<file path="config.mk">
export PLATFORM = sky130hd
export DESIGN_NAME = scr1_tapc_sync_sampler_flat
export DESIGN_NICKNAME = d
export VERILOG_FILES = /design/src/rtl/scr1_tapc_sync_sampler_if.sv /design/src/rtl/scr1_tapc_sync_sampler.sv /design/src/flat_wrapper.sv
export SDC_FILE = /design/constraint.sdc
export NUM_CORES = 1
export LEC_CHECK = 0
export CAP_MARGIN = 20
export CORE_MARGIN = 8
export CORE_UTILIZATION = 50
export CTS_CLUSTER_SIZE = 25
export DETAILED_ROUTE_END_ITERATION = 10
export GPL_ROUTABILITY_DRIVEN = 0
export PLACE_DENSITY_LB_ADDON = 0.12
export SLEW_MARGIN = 20
export SYNTH_ARGS = -nofsm -noshare
export SYNTH_HDL_FRONTEND = slang
export SYNTH_SLANG_ARGS = --single-unit
</file>
<file path="constraint.sdc">
create_clock -name clk -period 2.1 [get_ports clk]
set_input_delay 0.525 -clock clk [delete_from_list [all_inputs] [get_ports clk]]
set_output_delay 0.525 -clock clk [all_outputs]
set_load 0.03 [all_outputs]
</file>
<file path="src/rtl/scr1_tapc_sync_sampler_if.sv">
`default_nettype none
// ============================================================================
// scr1_tapc_sync_sampler_if : TAPC <-> core scan-chain signal bundle
// Rev 1.0
// ============================================================================
interface scr1_tapc_sync_sampler_if #(
  parameter int CH_NUM   = 2,
  parameter int ID_WIDTH = 2
);
  logic                tck;
  logic [CH_NUM-1:0]   ch_sel;
  logic [ID_WIDTH-1:0] ch_id;
  logic                ch_capture;
  logic                ch_shift;
  logic                ch_update;
  logic                ch_tdi;
  logic                ch_tdo;
  logic [CH_NUM-1:0]   ch_sel_core;
  logic [ID_WIDTH-1:0] ch_id_core;
  logic                capture_core;
  logic                shift_core;
  logic                tdi_core;
  logic                update_core;
  logic                tdo_core;
  logic                err_clr;
  logic                tck_err;

  modport master (
    output tck, ch_sel, ch_id, ch_capture, ch_shift, ch_update, ch_tdi,
           tdo_core, err_clr,
    input  ch_tdo, ch_sel_core, ch_id_core, capture_core, shift_core,
           tdi_core, update_core, tck_err
  );

  modport slave (
    input  tck, ch_sel, ch_id, ch_capture, ch_shift, ch_update, ch_tdi,
           tdo_core, err_clr,
    output ch_tdo, ch_sel_core, ch_id_core, capture_core, shift_core,
           tdi_core, update_core, tck_err
  );
endinterface
`default_nettype wire

</file>
<file path="src/rtl/scr1_tapc_sync_sampler.sv">
`default_nettype none
// ============================================================================
// scr1_tapc_sync_sampler : oversampling TCK-domain -> SysCLK chain synchronizer
// Rev 1.0
// ============================================================================
module scr1_tapc_sync_sampler #(
  parameter int SYNC_STAGES = 2,
  parameter int FILT_LEN    = 2,
  parameter int CH_NUM      = 2,
  parameter int ID_WIDTH    = 2,
  parameter int MIN_HALF    = 6
) (
  input  logic                     clk,
  input  logic                     rst_n,
  scr1_tapc_sync_sampler_if.slave  tap
);
  localparam int DW    = 6 + CH_NUM + ID_WIDTH;
  localparam int CW    = $clog2(FILT_LEN + 1);
  localparam int B_VLD = 0;
  localparam int B_TCK = 1;
  localparam int B_CAP = 2;
  localparam int B_SHF = 3;
  localparam int B_UPD = 4;
  localparam int B_TDI = 5;
  localparam int B_SEL = 6;
  localparam int B_ID  = 6 + CH_NUM;
  localparam logic [CW-1:0] FILT_CNT = CW'(FILT_LEN);
  localparam logic [7:0]    MIN_GAP  = 8'(MIN_HALF);

  logic [DW-1:0]                   async_in;
  logic [SYNC_STAGES-1:0][DW-1:0]  sync_q;
  logic [DW-1:0]                   synced;
  logic                            sample_vld;
  logic                            sync_tck;

  logic                            filt_tck;
  logic                            armed;
  logic                            cand;
  logic [CW-1:0]                   cnt;
  logic [CW-1:0]                   cnt_inc;
  logic                            hit;
  logic                            accept;
  logic                            edge_acc;

  logic                            acc_q;
  logic                            rise_stb;
  logic                            fall_stb;
  logic [7:0]                      gap;
  logic                            viol;
  logic                            err_q;

  logic [CH_NUM-1:0]               sel_q;
  logic [ID_WIDTH-1:0]             id_q;
  logic                            cap_q;
  logic                            shf_q;
  logic                            tdi_q;
  logic                            upd_q;
  logic                            tdo_q;

  // Bit 0 is a constant 1 so the pipeline itself marks samples taken after reset.
  assign async_in   = {tap.ch_id, tap.ch_sel, tap.ch_tdi, tap.ch_update,
                       tap.ch_shift, tap.ch_capture, tap.tck, 1'b1};
  assign synced     = sync_q[SYNC_STAGES-1];
  assign sample_vld = synced[B_VLD];
  assign sync_tck   = synced[B_TCK];

  always_ff @(posedge clk or negedge rst_n) begin
    if (!rst_n) begin
      sync_q <= '0;
    end else begin
      sync_q <= {sync_q[SYNC_STAGES-2:0], async_in};
    end
  end

  // Unarmed: count equal consecutive samples of any level; armed: count samples away from filt_tck.
  always_comb begin
    hit     = 1'b0;
    cnt_inc = '0;
    if (armed) begin
      hit = (sync_tck != filt_tck);
    end else begin
      hit = (cnt == '0) || (sync_tck == cand);
    end
    if (hit) begin
      cnt_inc = cnt + 1'b1;
    end else if (!armed) begin
      cnt_inc = CW'(1);
    end
    accept   = sample_vld && (cnt_inc == FILT_CNT);
    edge_acc = accept && armed;
    viol     = edge_acc && (gap < MIN_GAP);
  end

  always_ff @(posedge clk or negedge rst_n) begin
    if (!rst_n) begin
      filt_tck <= 1'b0;
      armed    <= 1'b0;
      cand     <= 1'b0;
      cnt      <= '0;
    end else if (sample_vld) begin
      cand <= sync_tck;
      if (accept) begin
        filt_tck <= sync_tck;
        armed    <= 1'b1;
        cnt      <= '0;
      end else begin
        cnt <= cnt_inc;
      end
    end
  end

  always_ff @(posedge clk or negedge rst_n) begin
    if (!rst_n) begin
      acc_q    <= 1'b0;
      rise_stb <= 1'b0;
      fall_stb <= 1'b0;
      gap      <= 8'hFF;
      err_q    <= 1'b0;
    end else begin
      acc_q    <= edge_acc;
      rise_stb <= acc_q & filt_tck;
      fall_stb <= acc_q & ~filt_tck;
      if (edge_acc) begin
        gap <= 8'd0;
      end else if (gap != 8'hFF) begin
        gap <= gap + 8'd1;
      end
      err_q <= viol | (err_q & ~tap.err_clr);
    end
  end

  always_ff @(posedge clk or negedge rst_n) begin
    if (!rst_n) begin
      sel_q <= '0;
      id_q  <= '0;
      cap_q <= 1'b0;
      shf_q <= 1'b0;
      tdi_q <= 1'b0;
      upd_q <= 1'b0;
      tdo_q <= 1'b0;
    end else begin
      cap_q <= rise_stb & synced[B_CAP];
      shf_q <= rise_stb & synced[B_SHF];
      tdi_q <= rise_stb & synced[B_TDI];
      upd_q <= fall_stb & synced[B_UPD];
      if (rise_stb) begin
        sel_q <= synced[B_SEL +: CH_NUM];
        id_q  <= synced[B_ID +: ID_WIDTH];
      end
      if (fall_stb) begin
        tdo_q <= tap.tdo_core;
      end
    end
  end

  assign tap.ch_sel_core  = sel_q;
  assign tap.ch_id_core   = id_q;
  assign tap.capture_core = cap_q;
  assign tap.shift_core   = shf_q;
  assign tap.tdi_core     = tdi_q;
  assign tap.update_core  = upd_q;
  assign tap.ch_tdo       = tdo_q;
  assign tap.tck_err      = err_q;

endmodule
`default_nettype wire

</file>
<file path="src/flat_wrapper.sv">
// flat-port wrapper written by rule: the top's interface ports become plain ports
module scr1_tapc_sync_sampler_flat 
#(
  parameter int SYNC_STAGES = 2,
  parameter int FILT_LEN    = 2,
  parameter int CH_NUM      = 2,
  parameter int ID_WIDTH    = 2,
  parameter int MIN_HALF    = 6
)
  (clk, rst_n, tap_tck, tap_ch_sel, tap_ch_id, tap_ch_capture, tap_ch_shift, tap_ch_update, tap_ch_tdi, tap_tdo_core, tap_err_clr, tap_ch_tdo, tap_ch_sel_core, tap_ch_id_core, tap_capture_core, tap_shift_core, tap_tdi_core, tap_update_core, tap_tck_err);
  scr1_tapc_sync_sampler_if #(.CH_NUM(CH_NUM), .ID_WIDTH(ID_WIDTH)) tap_i ();
  input  logic clk;
  input  logic rst_n;
  input wire logic [$bits(tap_i.tck)-1:0] tap_tck;
  input wire logic [$bits(tap_i.ch_sel)-1:0] tap_ch_sel;
  input wire logic [$bits(tap_i.ch_id)-1:0] tap_ch_id;
  input wire logic [$bits(tap_i.ch_capture)-1:0] tap_ch_capture;
  input wire logic [$bits(tap_i.ch_shift)-1:0] tap_ch_shift;
  input wire logic [$bits(tap_i.ch_update)-1:0] tap_ch_update;
  input wire logic [$bits(tap_i.ch_tdi)-1:0] tap_ch_tdi;
  input wire logic [$bits(tap_i.tdo_core)-1:0] tap_tdo_core;
  input wire logic [$bits(tap_i.err_clr)-1:0] tap_err_clr;
  output wire logic [$bits(tap_i.ch_tdo)-1:0] tap_ch_tdo;
  output wire logic [$bits(tap_i.ch_sel_core)-1:0] tap_ch_sel_core;
  output wire logic [$bits(tap_i.ch_id_core)-1:0] tap_ch_id_core;
  output wire logic [$bits(tap_i.capture_core)-1:0] tap_capture_core;
  output wire logic [$bits(tap_i.shift_core)-1:0] tap_shift_core;
  output wire logic [$bits(tap_i.tdi_core)-1:0] tap_tdi_core;
  output wire logic [$bits(tap_i.update_core)-1:0] tap_update_core;
  output wire logic [$bits(tap_i.tck_err)-1:0] tap_tck_err;
  assign tap_i.tck = tap_tck;
  assign tap_i.ch_sel = tap_ch_sel;
  assign tap_i.ch_id = tap_ch_id;
  assign tap_i.ch_capture = tap_ch_capture;
  assign tap_i.ch_shift = tap_ch_shift;
  assign tap_i.ch_update = tap_ch_update;
  assign tap_i.ch_tdi = tap_ch_tdi;
  assign tap_i.tdo_core = tap_tdo_core;
  assign tap_i.err_clr = tap_err_clr;
  assign tap_ch_tdo = tap_i.ch_tdo;
  assign tap_ch_sel_core = tap_i.ch_sel_core;
  assign tap_ch_id_core = tap_i.ch_id_core;
  assign tap_capture_core = tap_i.capture_core;
  assign tap_shift_core = tap_i.shift_core;
  assign tap_tdi_core = tap_i.tdi_core;
  assign tap_update_core = tap_i.update_core;
  assign tap_tck_err = tap_i.tck_err;
  scr1_tapc_sync_sampler #(.SYNC_STAGES(SYNC_STAGES), .FILT_LEN(FILT_LEN), .CH_NUM(CH_NUM), .ID_WIDTH(ID_WIDTH), .MIN_HALF(MIN_HALF)) u_core (.clk(clk), .rst_n(rst_n), .tap(tap_i));
endmodule
</file>
==> Word level (Yosys, flattened, before mapping) <==
Cells that the tools add are included.
{ "classes": {"n_addsub": 2, "magnitude_cmp": 1, "n_eq_ne": 4, "n_mux": 6, "n_bitwise": 10, "n_reduce_logical": 7} }
{ "ops": {"columns": ["cell", "n"], "rows": [
  ["2-to-1 mux 8 bit", 2],
  ["adder 8 x 1 -> 8 bit, second input constant", 1],
  ["< comparator 8 x 3 -> 1 bit, second input constant", 1],
  ["!= test 8 bit, second input constant", 1],
  ["AND 1 bit", 7],
  ["2-to-1 mux 2 bit", 2],
  ["logical AND 1 bit", 3],
  ["adder 2 x 1 -> 2 bit, second input constant", 1],
  ["equality test 2 bit, second input constant", 1],
  ["zero test 2 bit", 1],
  ["2-to-1 mux 1 bit", 2],
  ["inverter 1 bit", 2],
  ["AND reduction 2 bit", 1],
  ["nonzero test 2 bit", 1],
  ["equality test 1 bit", 1],
  ["logical OR 1 bit", 1],
  ["!= test 1 bit", 1],
  ["bitwise OR 1 bit", 1]
]} }
{ "totals": {"reg_bits": 46, "inputBits": 13, "out_inout_bits": 10, "wordCells": 48} }

==> Depth between registers and ports, before layout <==
{ "logic_depth": {"depth_word": 9, "depth_mapped": 5, "depth_no_buf": 5} }

==> Worst setup path after synthesis <==
Ideal clock, no wire load.
{ "synth_path": {"path_kind": "flip-flop to flip-flop", "from": "register u_core.gap[0]", "to": "register u_core.gap[5]", "setup_time_ns": 0.089, "arrival_time_ns": 1.384, "required_time_ns": 2.011, "slack_ns": 0.627, "stages_incl_launch_ff": 6, "n_path_buf": 1, "period_less_slack_ns": 1.473, "cell_sequence": "dfstp_2 > ha_1 > and4_1 > clkbuf_2 > a211oi_1 > a211oi_1"} }
{ "synth_between": {"elab_chain_cells": 3, "word_cells_on_any_way": 5, "cone_classes": "add/sub (1); eq/ne (1); mux (2); reduce/logical (1)"} }
{ "synth_rtl": {"columns": ["item", "line", "rtl"], "rows": [
  ["from (decl)", "scr1_tapc_sync_sampler.sv:48", "logic [7:0] gap;"],
  ["from (signal assigned)", "scr1_tapc_sync_sampler.sv:126", "gap <= gap + 8'd1;"],
  ["adder 8 x 1 -> 8 bit", "scr1_tapc_sync_sampler.sv:126", null],
  ["2-to-1 mux 8 bit", "scr1_tapc_sync_sampler.sv:125", "end else if (gap != 8'hFF) begin"],
  ["2-to-1 mux 8 bit", "scr1_tapc_sync_sampler.sv:123", "if (edge_acc) begin"]
]} }
Parallel ways exist; a longest one is shown, timed or not. The select of a mux whose other input is x is not followed.
A chain may end at the register's enable or synchronous reset.

==> Worst setup path in the final report <==
{ "layout_path": {"from": "register u_core.id_q[1] (netlist: u_core.tap.ch_id_core[1])", "to": "output port tap_ch_id_core[1]"} }
{ "layout_lines": {"columns": ["item", "line", "rtl"], "rows": [
  ["from (decl)", "scr1_tapc_sync_sampler.sv:53", "logic [ID_WIDTH-1:0] id_q;"],
  ["from (signal assigned)", "scr1_tapc_sync_sampler.sv:148", "id_q <= synced[B_ID +: ID_WIDTH];"],
  ["to (decl)", "flat_wrapper.sv:25", "output wire logic [$bits(tap_i.ch_id_core)-1:0] tap_ch_id_core;"]
]} }
No word-level cell between the ends.

==> results by group <==
Run status
  • Status: complete, no violations

Min path
  • Hold crit path type: primary input to async pin

CTS
  • # clock sinks: 46
  • # resized after CTS: 0
  • CTS clock-pin slew for the worst setup and hold paths: 0.13 ns
  • TritonCTS clock tree: yes
  • Hold buffers post-CTS: 0
  • Clk buf depth: 2
  • Clock Root Buffer: clkbuf_4
  • Clk_lat worst skew: 0.35 ns
  • CTS Buf Count: 5
  • Depth of the CTS H-tree: 2
  • Setup Fix Bufs, Post-CTS: 0

Floorplanning
  • I/O pin count: 23
  • Rows: 21
  • Chip height: 73.48 µm
  • Initial Util: 50.69%
  • Area of the die: 5399 µm²
  • Core ar.: 3258 µm²
  • Die Wd: 73.48 µm

Routing
  • DRT antenna net count: 0
  • Vias/cell: 5.326
  • Final wirelength: 2.637 mm
  • Drt wl/cell: 13.66 µm
  • DRC: 0
  • Drt pass-1 iters: 4
  • Via count: 1028
  • 1st-iter DRT viols: 57

Synthesis
  • Count of cell types in the netlist: 34
  • Post-Syn Nets: 134
  • Post-synth EDFFs: 0
  • Post-Syn Instances: 119
  • Mapped cell area: 1652 µm²
  • Area leader, netlist: dfrtp_1
  • Largest cells by area after synthesis: dfrtp_1, dfstp_2, mux2_2
  • Main flop type after synthesis: dfrtp_1
  • Syn_area_per_cell: 13.88 µm²
  • FFs w/ async S/R, synth: 100.0%
  • Flops & latches, synth: 46
  • Top-area cell type share of the netlist area: 57.58%
  • Synth warn: 0
  • Seq/Total Area, Yosys: 70.30%

STA
  • Max Fclk: 517.9 MHz
  • Clk_skew: 0.009777 ns
  • Slew Viols, Final: 0
  • Setup TNS: 0 ns
  • Hold Worst Slack: 0.07801 ns
  • RSZ-0062 raised after global routing: false
  • Final Cycle Share: 91.95%
  • Final Critical Period: 1.931 ns
  • # setup viols final: 0
  • Final count of hold timing violations: 0
  • Min setup slack post-route: 0.1690 ns

Critical path
  • Critical path cell sequence: clkdlybuf4s50_1
  • Worst Path Max Fanout: 2
  • Worst setup EP type: primary output
  • Worst Path Arrival: 1.41 ns
  • Top delay family on crit path: buffers and inverters
  • CP max-delay cell: clkdlybuf4s50_1
  • Slowest stage delay, CP: 0.68 ns
  • Buf+Inv Stages, Crit Path: 1
  • Startpoint types: flip-flop
  • CP Class: flip-flop to primary output
  • Worst Path Required: 1.57 ns

Flow run
  • # Max-Cap Violations: 0

Global routing
  • GRT Overall Usage: 11.80%
  • First-pass GRT wire length: 4.788 mm
  • Largest net degree at the start of global routing: 21
  • Global route total overflow: 0
  • Vias in the first global route: 1053
  • Initial antenna violation count: 0

Placement
  • Pre-CTS WS: 0.4679 ns
  • Dpl hpwl: 1.898 mm
  • Post-DP Area: 1921 µm²
  • Port Buf Inserts: 22

Pwr
  • P per Cell Area: 1220 nW/µm²
  • Psw: 0.0007771 W
  • Combinational power share: 25.6%
  • Power Internal: 0.001666 W
  • Sw frac: 31.81%
  • Clock power share: 21.7%
  • Fraction of power consumed by sequential logic: 52.8%
  • Worst vdd ir: 0.7734 mV
  • Lkg Pwr: 0.8603 nW

Finish
  • Final Net Count: 161
  • Final Instance Area: 2002 µm²
  • Area grow syn2layout: 21.21%
  • Commonest non-fill, non-tap cell in the layout: dfrtp_1
  • Layout cell share with drive strength beyond 1: 19.73%
  • Most frequent cells in the layout: dfrtp_1, clkdlybuf4s50_1, a21oi_1, dfstp_2
  • Antenna cell count: 0
## cell usage after synthesis (2+ instances only)
cell,n
nor3_1,7
nand3_1,5
and4_1,2
a31oi_1,2
and2_1,5
nand4_1,2
inv_1,4
a211oi_1,3
a21oi_1,8
mux2_2,7
dfrtp_1,38
nor2_1,4
ha_1,2
nand2_1,2
buf_2,2
dfstp_2,8
## flip-flops by register name, summed over array words and instances (netlist names)
name	cells
u_core.tap.update_core	1
u_core.tap.tdi_core	1
u_core.cnt	2
u_core.tap.tck_err	1
u_core.tap.ch_sel_core	2
u_core.rise_stb	1
u_core.synced	10
u_core.filt_tck	1
u_core.tap.shift_core	1
u_core.tap.ch_id_core	2
u_core.armed	1
u_core.tap.capture_core	1
u_core.sync_q	10
u_core.tap.ch_tdo	1
u_core.gap	8
u_core.acc_q	1
u_core.fall_stb	1
u_core.cand	1
## cells by family (layout without fill, tap and decap cells)
family          Yosys count  after routing  synth area share, %
buf+inv                   8             36                2.045
flops                    46             46                70.30
compound gates           19             19                7.576
fa+ha+maj                 2              2                1.515
other cells               1              1               0.2271
xor+xnor                  2              2                1.061
mux                       7              7                4.773
simple gates             34             34                12.50
## routing by layer
| layer | GRT usage, % | vias to the layer above | routed length (µm) |
|---|---|---|---|
| met4 | 7.539 | 0 | 47 |
| met2 | 19.00 | 27 | 1366 |
| met1 | 13.08 | 523 | 1075 |
| met3 | 3.820 | 4 | 147 |
| li1 | - | 474 | - |
| met5 | 0 | - | 0 |
## area by class of cell
| class | instances | area [µm²] |
|---|---|---|
| multi-input combinational | 65 | 456.7 |
| sequential | 46 | 1161 |
| clock inverter | 3 | 43.79 |
| fill | 282 | 1256 |
| clock buffer | 5 | 37.54 |
| tap | 46 | 57.56 |
| timing repair buffer | 24 | 230.2 |
| inverter | 4 | 15.01 |
## power by group through the flow
stage / combinational (W) / sequential (W) / clock, W
finish: 0.000625 / 0.00129 / 0.000529
detailed placement: 0.000636 / 0.00130 / 0
CTS: 0.000636 / 0.00129 / 0.000555
global placement: 0.000620 / 0.00129 / 0
global route: 0.000691 / 0.00132 / 0.000591
floorplan: 0.000372 / 0.00134 / 0
## path summary, 6_finish.rpt
| path | start | to | slack, ns | cells past startpoint |
|---|---|---|---|---|
| worst min register to register | u_core.sync_q[4] | u_core.synced[4] | 0.35 | 0 |
| worst max-delay path | u_core.tap.ch_id_core[1] | tap_ch_id_core[1] | 0.17 | 1 |
| max in group asynchronous | rst_n | u_core.gap[7] | 1.41 | 2 |
| worst min-delay path | rst_n | u_core.synced[3] | 0.08 | 1 |
| min in group clk | u_core.sync_q[4] | u_core.synced[4] | 0.35 | 0 |
| worst max register to register | u_core.cnt[0] | u_core.tap.tck_err | 0.46 | 5 |
## stage by stage
step                total power, W  std cells  utilization [%]
floorplan                 0.001715        119                -
global placement          0.001911        185            58.95
detailed placement        0.001940        185            58.95
CTS                       0.002479        193            61.44
global route              0.002605        193            61.44
finish                    0.002443        193            61.44
(Power assumes the default switching activity.)
